--- src/rtl/alu_share_arbiter.sv ---
// Purpose: round-robin share of one combinational ALU between two requesters, result in one output register.
// Latency: an operation accepted in cycle T has its registered result valid in cycle T+1.
// Backpressure: out_valid/out_ready; both req readys drop while a held result is not taken, slot refills same cycle.
module alu_share_arbiter #(
  parameter int DATA_WIDTH = 32,
  parameter int OP_BITS    = 4
) (
  input  logic                  clk,
  input  logic                  reset_n,
  // requester 0
  input  logic                  req0_valid,
  input  logic [OP_BITS-1:0]    req0_op,
  input  logic [DATA_WIDTH-1:0] req0_data1,
  input  logic [DATA_WIDTH-1:0] req0_data2,
  output logic                  req0_ready,
  // requester 1
  input  logic                  req1_valid,
  input  logic [OP_BITS-1:0]    req1_op,
  input  logic [DATA_WIDTH-1:0] req1_data1,
  input  logic [DATA_WIDTH-1:0] req1_data2,
  output logic                  req1_ready,
  // result stage
  output logic                  out_valid,
  input  logic                  out_ready,
  output logic [DATA_WIDTH-1:0] out_result,
  output logic                  out_compare,
  output logic                  out_id,
  output logic                  out_err
);

  localparam logic [OP_BITS-1:0] OP_ADD   = OP_BITS'(0);
  localparam logic [OP_BITS-1:0] OP_SUB   = OP_BITS'(1);
  localparam logic [OP_BITS-1:0] OP_LNOT  = OP_BITS'(2);
  localparam logic [OP_BITS-1:0] OP_AND   = OP_BITS'(3);
  localparam logic [OP_BITS-1:0] OP_OR    = OP_BITS'(4);
  localparam logic [OP_BITS-1:0] OP_NAND  = OP_BITS'(5);
  localparam logic [OP_BITS-1:0] OP_NOR   = OP_BITS'(6);
  localparam logic [OP_BITS-1:0] OP_PASS1 = OP_BITS'(7);
  localparam logic [OP_BITS-1:0] OP_PASS2 = OP_BITS'(8);
  localparam logic [OP_BITS-1:0] OP_XOR   = OP_BITS'(12);

  // Requester that won the most recent transfer; reset value 1 hands the first tie to requester 0.
  logic                  last_grant;

  logic                  can_accept;
  logic                  grant0;
  logic                  grant1;
  logic                  xfer;
  logic                  xfer_id;

  logic [OP_BITS-1:0]    sel_op;
  logic [DATA_WIDTH-1:0] sel_d1;
  logic [DATA_WIDTH-1:0] sel_d2;

  logic [DATA_WIDTH-1:0] alu_result;
  logic                  alu_err;
  logic                  alu_compare;

  // The output slot can take a new result when empty or when its current result leaves this cycle.
  assign can_accept = !out_valid || out_ready;

  // Round-robin grant: a lone valid requester wins; on a tie the one not served last time wins.
  always_comb begin
    grant0 = 1'b0;
    grant1 = 1'b0;
    if (req0_valid && req1_valid) begin
      grant0 = last_grant;
      grant1 = !last_grant;
    end else begin
      grant0 = req0_valid;
      grant1 = req1_valid;
    end
  end

  assign req0_ready = can_accept && grant0;
  assign req1_ready = can_accept && grant1;

  // A handshake always coincides with the granted requester's ready, so ready alone marks the transfer.
  assign xfer    = req0_ready || req1_ready;
  assign xfer_id = req1_ready;

  // Steer the granted requester's operation into the shared datapath.
  always_comb begin
    sel_op = req0_op;
    sel_d1 = req0_data1;
    sel_d2 = req0_data2;
    if (grant1) begin
      sel_op = req1_op;
      sel_d1 = req1_data1;
      sel_d2 = req1_data2;
    end
  end

  // Shared ALU; unsupported opcodes produce zero and raise err, compare is computed regardless.
  always_comb begin
    alu_result  = '0;
    alu_err     = 1'b0;
    alu_compare = (sel_d1 == sel_d2);
    case (sel_op)
      OP_ADD:   alu_result = sel_d1 + sel_d2;
      OP_SUB:   alu_result = sel_d1 - sel_d2;
      OP_LNOT:  alu_result = {{(DATA_WIDTH-1){1'b0}}, (sel_d1 == '0)};
      OP_AND:   alu_result = sel_d1 & sel_d2;
      OP_OR:    alu_result = sel_d1 | sel_d2;
      OP_NAND:  alu_result = ~(sel_d1 & sel_d2);
      OP_NOR:   alu_result = ~(sel_d1 | sel_d2);
      OP_PASS1: alu_result = sel_d1;
      OP_PASS2: alu_result = sel_d2;
      OP_XOR:   alu_result = sel_d1 ^ sel_d2;
      default: begin
        alu_result = '0;
        alu_err    = 1'b1;
      end
    endcase
  end

  // Output register: load on transfer, empty when the consumer takes the result and nothing replaces it.
  always_ff @(posedge clk or negedge reset_n) begin
    if (!reset_n) begin
      out_valid   <= 1'b0;
      out_result  <= '0;
      out_compare <= 1'b0;
      out_id      <= 1'b0;
      out_err     <= 1'b0;
    end else if (xfer) begin
      out_valid   <= 1'b1;
      out_result  <= alu_result;
      out_compare <= alu_compare;
      out_id      <= xfer_id;
      out_err     <= alu_err;
    end else if (out_ready) begin
      out_valid   <= 1'b0;
    end
  end

  // Grant pointer moves only on an actual transfer so an unserved request keeps its claim.
  always_ff @(posedge clk or negedge reset_n) begin
    if (!reset_n) begin
      last_grant <= 1'b1;
    end else if (xfer) begin
      last_grant <= xfer_id;
    end
  end

endmodule

--- config.mk ---
export PLATFORM = sky130hd
export DESIGN_NAME = alu_share_arbiter
export DESIGN_NICKNAME = d
export VERILOG_FILES = /design/src/rtl/alu_share_arbiter.sv
export SDC_FILE = /design/constraint.sdc
export NUM_CORES = 1
export LEC_CHECK = 0
export CORE_ASPECT_RATIO = 2
export CORE_MARGIN = 5
export CORE_UTILIZATION = 30
export CTS_CLUSTER_SIZE = 20
export DETAILED_ROUTE_END_ITERATION = 6
export SYNTH_ARGS = -nofsm -noshare
export SYNTH_HDL_FRONTEND = slang
export SYNTH_SLANG_ARGS = --single-unit
--- constraint.sdc ---
create_clock -name clk -period 8 [get_ports clk]
set_input_delay 1.6 -clock clk [delete_from_list [all_inputs] [get_ports clk]]
set_output_delay 1.6 -clock clk [all_outputs]
set_load 0.01 [all_outputs]
==> results of run 1 <==
## metal layers
layer,vias up,share of wire
met5,-,0
met4,0,0.093
met3,149,0.058
met2,433,0.51
met1,4648,0.34
li1,4509,-
## how the worst min path moves through the flow
stage / end / depth (start not counted) / from
after detailed placement: out_result[9]$_DFFE_PN0P_ / 2 / out_result[9]$_DFFE_PN0P_
after CTS: out_result[9]$_DFFE_PN0P_ / 2 / out_result[9]$_DFFE_PN0P_
after global routing: out_result[5]$_DFFE_PN0P_ / 2 / out_result[5]$_DFFE_PN0P_
after floorplan: out_result[0]$_DFFE_PN0P_ / 2 / out_result[0]$_DFFE_PN0P_
after global placement: out_result[9]$_DFFE_PN0P_ / 2 / out_result[9]$_DFFE_PN0P_
final: out_result[9]$_DFFE_PN0P_ / 2 / out_result[9]$_DFFE_PN0P_
## layout by cell type (no fill, tap or decap), drive strengths merged, types with 10 or more instances in the layout
| cell type | Yosys | layout |
|---|---|---|
| o211ai | 10 | 10 |
| a211oi | 12 | 12 |
| o31ai | 15 | 15 |
| nor3 | 28 | 28 |
| ha | 105 | 105 |
| inv | 100 | 100 |
| nand4 | 14 | 14 |
| a21o | 17 | 17 |
| a31oi | 12 | 12 |
| o21ai | 67 | 67 |
| a21oi | 104 | 104 |
| a221oi | 27 | 27 |
| clkdlybuf4s50 | 0 | 177 |
| a221o | 10 | 10 |
| mux2i | 70 | 70 |
| o21bai | 21 | 21 |
| nor2 | 69 | 69 |
| buf | 22 | 32 |
| nand3 | 14 | 14 |
| dfrtp | 36 | 36 |
| o221ai | 31 | 31 |
| nand2 | 128 | 128 |
| o22ai | 18 | 18 |
## registers in the layout, indices dropped and copies added (netlist names)
register     count
out_compare      1
out_valid        1
out_result      32
last_grant       1
out_id           1
out_err          1
## through the flow
step	power (W)	cell area, sq um	hold WS, ps	worst slack [ps]	instances
after floorplan	0.0009650	8175	516.2	2389	1134
after global placement	0.001433	10410	467.4	1190	1617
after detailed placement	0.001440	10410	477.5	1169	1617
after CTS	0.001678	10560	492.6	1479	1625
after global routing	0.001778	10560	513.4	1245	1625
final	0.001684	10560	485.1	1465	1625
## worst min-delay path, cell delays in order, from the launching register on
cell and delay, ps:
dfrtp_1 340, nand2_1 50, o21ai_0 60
## final cells by class
cell class | count | area [sq um]
well taps | 348 | 435.4
inverters | 100 | 375.4
clock inverters | 2 | 13.76
multi-input cells | 923 | 6646
clock buffers | 6 | 138.9
flip-flops and latches | 37 | 927.1
repair buffers | 209 | 2022
fillers | 2802 | 16350
## where the power goes
| part | leakage [nW] | internal, W | total, W | switching, W |
|---|---|---|---|---|
| registers | 0.478 | 0.000231 | 0.000268 | 0.0000378 |
| logic | 4.05 | 0.000470 | 0.00118 | 0.000713 |
| clock network | 0.0768 | 0.000125 | 0.000233 | 0.000108 |
## synth_stat cells (7+ instances only)
master,count,area (sq um)
ha_1,105,1314
buf_2,13,65.06
buf_1,9,33.78
o211ai_1,9,67.56
a31oi_1,12,75.07
nand3_1,14,70.07
a21o_1,17,127.6
a221oi_1,26,227.7
inv_1,99,371.6
and3_1,7,43.79
o31ai_1,15,112.6
clkbuf_1,52,195.2
nor4_1,8,50.05
o22ai_1,18,112.6
o21ai_0,53,265.3
a211oi_1,12,90.09
dfrtp_1,36,900.9
nand4_1,14,87.58
nand2b_1,7,43.79
mux2i_1,70,700.7
nand2_1,128,480.5
o21bai_1,21,157.7
nor2_1,69,259.0
o21ai_1,14,70.07
and2_1,9,56.30
o221ai_1,31,271.5
xnor2_1,7,61.31
a221o_1,10,100.1
a21oi_1,103,515.5
nor3_1,28,140.1
o2111ai_1,9,78.83
## logic make-up after synthesis
| family | Yosys count |
|---|---|
| compound gates | 416 |
| xor+xnor | 8 |
| fa+ha+maj | 107 |
| buf+inv | 174 |
| flops | 37 |
| mux | 74 |
| simple gates | 318 |
==> results.py, run 1 <==
metrics = {
    "logic_synthesis": {
        "synth_top_family_by_area": "compound AO/OA/AOI/OAI gates",
        "syn_inst": 1134,
        "synth.avg_cell_area_sq_um": 7.209,
        "synth-compound-area-share": 0.3566,
        "synth_edf_count": 0,
        "yosys.area_share.simple": 0.1827,
        "synth-xor-area-share": 0.008571,
        "ys_warn_count": 0,
        "netlist_area_sq_um": 8175,
        "ys_ff_latch": 37,
        "async_reset_ff_frac": 1.000,
        "synth_fa_ha_area_frac": 0.1656,
        "ys_seq_area_frac": 0.1134,
        "synthMuxAreaShare": 0.09122,
        "syn_nets": 1382,
        "synth_flop_cell": "dfrtp_1",
        "synthDistinctLibCells": 83,
    },
    "timing": {
        "fin_worst_skew_ps": 10.75,
        "period_minus_slack_ps": 6535,
        "slew_viol_final": 0,
        "worst_pin_slew_ps": 1072,
        "setup_viol": 0,
        "grt_setup_unrepaired": "false",
        "setup-tns-final_ps": 0,
        "slew_headroom": 0.2712,
        "max_freq_mhz": 153.0,
        "hold_violations": 0,
        "fin_crit_sh": 0.8169,
    },
    "setup_path": {
        "crit_chain": "clkdlybuf4s50_1 > a21boi_4 > buf_4 > mux2i_1 > inv_1 > ha_1 > fa_1 > a211oi_1 > nor2_1 > a2111o_1 > a31oi_1 > o21ai_1 > a221o_1 > o21ai_1 > mux2i_1 > a31oi_1",
        "worstSetupPathType": "primary input to register",
        "critical_path.top_delay_family": "compound AO/OA/AOI/OAI gates",
        "crit_buf_inv": 3,
        "arrival_ps": 6720,
        "required_ps": 8190,
        "crit_start": "req1_valid",
        "endpoint": "out_result[26]$_DFFE_PN0P_",
        "rr_endpoint": "out_result[26]$_DFFE_PN0P_",
        "critPathMaxFanout": 37,
        "r2r_start": "last_grant$_DFFE_PN1P_",
        "worst_setup_path_end_kind": "register",
        "slowest_delay_ps": 580,
        "cp.depth": 16,
        "setup.worst_path.start_class": "primary input",
        "critPathSlowestCell": "clkdlybuf4s50_1",
        "reg2reg_depth": 14,
        "r2r_setup_slack_ps": 2880,
    },
    "detailed_routing": {
        "wl_microns": 39820,
        "drc_errors": 0,
        "detail-route-antenna-nets": 0,
        "via_per_inst": 5.993,
        "wl_per_cell_microns": 24.50,
        "vias": 9739,
        "first_iter_violations": 594,
        "first_pass_iters": 7,
    },
    "final_layout": {
        "final_nets": 1524,
        "area_delta_synth_final_pct": 29.16,
        "diodes": 0,
        "final_layout_size_suffix_gt1_frac": 0.05403,
        "fin_util": 0.3924,
    },
    "clock_network": {
        "cts_tree": "built",
        "ctsResizeCount": 0,
        "cts_buffers": 5,
        "clk_path_buf_depth": 2,
        "cts_sinks": 37,
        "clock-root-buffer": "clkbuf_16",
        "h-tree-depth": 2,
        "cts_setup_buffers": 0,
        "clkLatencyLatePin_ps": 310,
        "clkTransAtPathRegs_ps": 70,
        "postCtsHoldBufs": 0,
    },
    "floorplan": {
        "floorplan.initialDensity": 0.3038,
        "dieArea_sq_um": 30850,
        "coreArea_sq_um": 26910,
        "num_io_pins": 179,
        "num_rows": 85,
        "die_x_microns": 126.7,
        "die_h_microns": 243.5,
    },
    "global_route": {
        "grt-ovfl-total": 0,
        "top_usage_layer": "met2",
        "antenna_found_initial": 0,
        "grt_max_degree": 44,
        "grt_pass1_vias": 9974,
        "grtUsageMet1": 0.2470,
        "grt_use_met3": 0.02872,
        "grt_usage": 0.2465,
        "gr-usage-met2": 0.4480,
        "grt_pass1_wl_microns": 58690,
    },
    "placed_design": {
        "hpwl_microns": 30570,
        "portBuffers": 178,
        "place.gp.congestion": 0.9902,
    },
    "power": {
        "ir_worst_vdd_mv": 0.07609,
        "power_density_nw_per_um2": 159.5,
        "p_leak_nw": 4.602,
    },
    "outcome": {
        "status": "finished clean",
    },
    "min_path": {
        "hp-class": "register to register",
    },
    "job": {
        "drv_cap": 0,
    },
}
Note: power is estimated with default switching activity, not from simulation.
==> inputs of run 2 (changes only) <==
==> constraint.sdc (replaced) <==
create_clock -name clk -period 6.57 [get_ports clk]
set_input_delay 1.314 -clock clk [delete_from_list [all_inputs] [get_ports clk]]
set_output_delay 1.314 -clock clk [all_outputs]
set_load 0.01 [all_outputs]
==> results.py, run 2 (same netlist as run 1, synthesis figures left out) <==
metrics = {
    "job": {
        "drv_cap": 0,
    },
    "setup_path": {
        "critical_path.top_delay_family": "compound AO/OA/AOI/OAI gates",
        "crit_buf_inv": 2,
        "setup.worst_path.start_class": "primary input",
        "required_ps": 6760,
        "crit_chain": "clkdlybuf4s50_1 > a21bo_2 > mux2i_1 > inv_1 > ha_1 > nor3_1 > o31a_1 > o31ai_1 > and4_1 > o21ai_1 > o41ai_2 > o31ai_1 > mux2_1 > a21o_1",
        "critPathMaxFanout": 16,
        "worst_setup_path_end_kind": "register",
        "worstSetupPathType": "primary input to register",
        "slowest_delay_ps": 630,
        "crit_top_cell": "o31ai_1",
        "critPathSlowestCell": "clkdlybuf4s50_1",
        "arrival_ps": 6330,
    },
    "placed_design": {
        "hpwl_microns": 31120,
        "place.gp.congestion": 1.035,
        "dp_slack_ps": 202.2,
        "portBuffers": 178,
    },
    "timing": {
        "fin_crit_sh": 0.9340,
        "max_freq_mhz": 163.0,
        "slew_headroom": 0.2388,
        "grt_setup_unrepaired": "false",
        "hold_violations": 0,
        "setup_viol": 0,
        "worst_pin_slew_ps": 1113,
        "slew_viol_final": 0,
        "period_minus_slack_ps": 6136,
        "fin_worst_skew_ps": 12.76,
        "worst_slack_ps": 433.6,
        "setup-tns-final_ps": 0,
    },
    "clock_network": {
        "clkTransAtPathRegs_ps": 60,
        "cts_setup_buffers": 0,
        "ctsResizeCount": 0,
        "clock-root-buffer": "clkbuf_16",
        "cts_tree": "built",
        "h-tree-depth": 2,
        "cts_buffers": 5,
        "clk_path_buf_depth": 2,
        "cts_sinks": 37,
        "postCtsHoldBufs": 0,
        "clkLatencyLatePin_ps": 310,
    },
    "outcome": {
        "status": "finished clean",
    },
    "final_layout": {
        "diodes": 0,
        "final_layout_size_suffix_gt1_frac": 0.06718,
        "final_common_cell": "clkdlybuf4s50_1",
        "final_nets": 1542,
        "largest_register_ffs": 32,
        "fill_cells": 2790,
        "top_register": "out_result",
        "area_delta_synth_final_pct": 31.25,
        "layout_common_cells": "clkdlybuf4s50_1, nand2_1, ha_1",
    },
    "detailed_routing": {
        "drc_errors": 0,
        "wl_microns": 39870,
        "first_pass_iters": 7,
        "wl_per_cell_microns": 24.27,
        "detail-route-antenna-nets": 0,
        "vias": 9850,
        "first_iter_violations": 679,
        "via_per_inst": 5.995,
    },
    "floorplan": {
        "die_h_microns": 243.5,
        "num_io_pins": 179,
        "coreArea_sq_um": 26910,
        "num_rows": 85,
        "dieArea_sq_um": 30850,
        "floorplan.initialDensity": 0.3038,
        "die_x_microns": 126.7,
    },
    "global_route": {
        "grt_pass1_wl_microns": 59280,
        "antenna_found_initial": 0,
        "grt-ovfl-total": 0,
        "grt_max_degree": 38,
        "grt_pass1_vias": 10060,
        "grt_usage": 0.2481,
    },
    "min_path": {
        "hp-class": "register to register",
    },
    "power": {
        "ir_worst_vdd_mv": 0.09668,
        "p_leak_nw": 4.696,
        "power_density_nw_per_um2": 197.6,
    },
}
[run 2: power breakdown]
group	internal (W)	switching, W
clock network	0.000190	0.000130
registers	0.000281	0.0000437
logic	0.000599	0.000877
[run 2: cell type report]
cell class	count	area [sq um]	share of cell area
Inverter	100	375.4	0.03498
Clock buffer	6	138.9	0.01294
Tap cell	348	435.4	0.04058
Clock inverter	2	37.54	0.003498
Multi-Input combinational cell	923	6646	0.6194
Sequential cell	37	927.1	0.08640
Timing Repair Buffer	227	2170	0.2022
[run 2: stage by stage]
| stage | area [sq um] | std cells | total power [W] | util | hold WS, ps |
|---|---|---|---|---|---|
| after global placement | 10550 | 1635 | 0.001779 | 0.3922 | 467.8 |
| after CTS | 10730 | 1643 | 0.002108 | 0.3988 | 484.4 |
| after floorplan | 8175 | 1134 | 0.001175 | - | 516.2 |
| after global routing | 10730 | 1643 | 0.002242 | 0.3988 | 508.0 |
| after detailed placement | 10550 | 1635 | 0.001780 | 0.3922 | 470.1 |
| final | 10730 | 1643 | 0.002120 | 0.3988 | 483.0 |
[run 2: path summary, 6_finish.rpt]
kind,endpoint,depth (start not counted),slack [ps],startpoint
setup / recovery,out_result[29]$_DFFE_PN0P_,14,430,req0_valid
hold / removal,out_result[17]$_DFFE_PN0P_,2,480,out_result[17]$_DFFE_PN0P_
setup reg to reg,out_result[29]$_DFFE_PN0P_,13,1530,last_grant$_DFFE_PN1P_
hold reg to reg,out_result[17]$_DFFE_PN0P_,2,480,out_result[17]$_DFFE_PN0P_
max in group asynchronous,out_result[22]$_DFFE_PN0P_,1,4720,reset_n
min in group asynchronous,out_id$_DFFE_PN0P_,1,1200,reset_n
[run 2: worst register-to-register path, cell delays in order (launching register included)]
cell     delay, ps
dfstp_2        590
a21bo_2        590
mux2i_1        410
inv_1          110
ha_1           470
nor3_1         120
o31a_1         310
o31ai_1        560
and4_1         350
o21ai_1        140
o41ai_2        570
o31ai_1        210
mux2_1         340
a21o_1         150
[run 2: per-layer routing]
metal	vias up	wire, microns	global-route usage
li1	4548	-	-
met5	-	0	0
met3	141	2264	0.02214
met2	470	20480	0.4496
met1	4691	13620	0.2561
met4	0	3509	0.1949
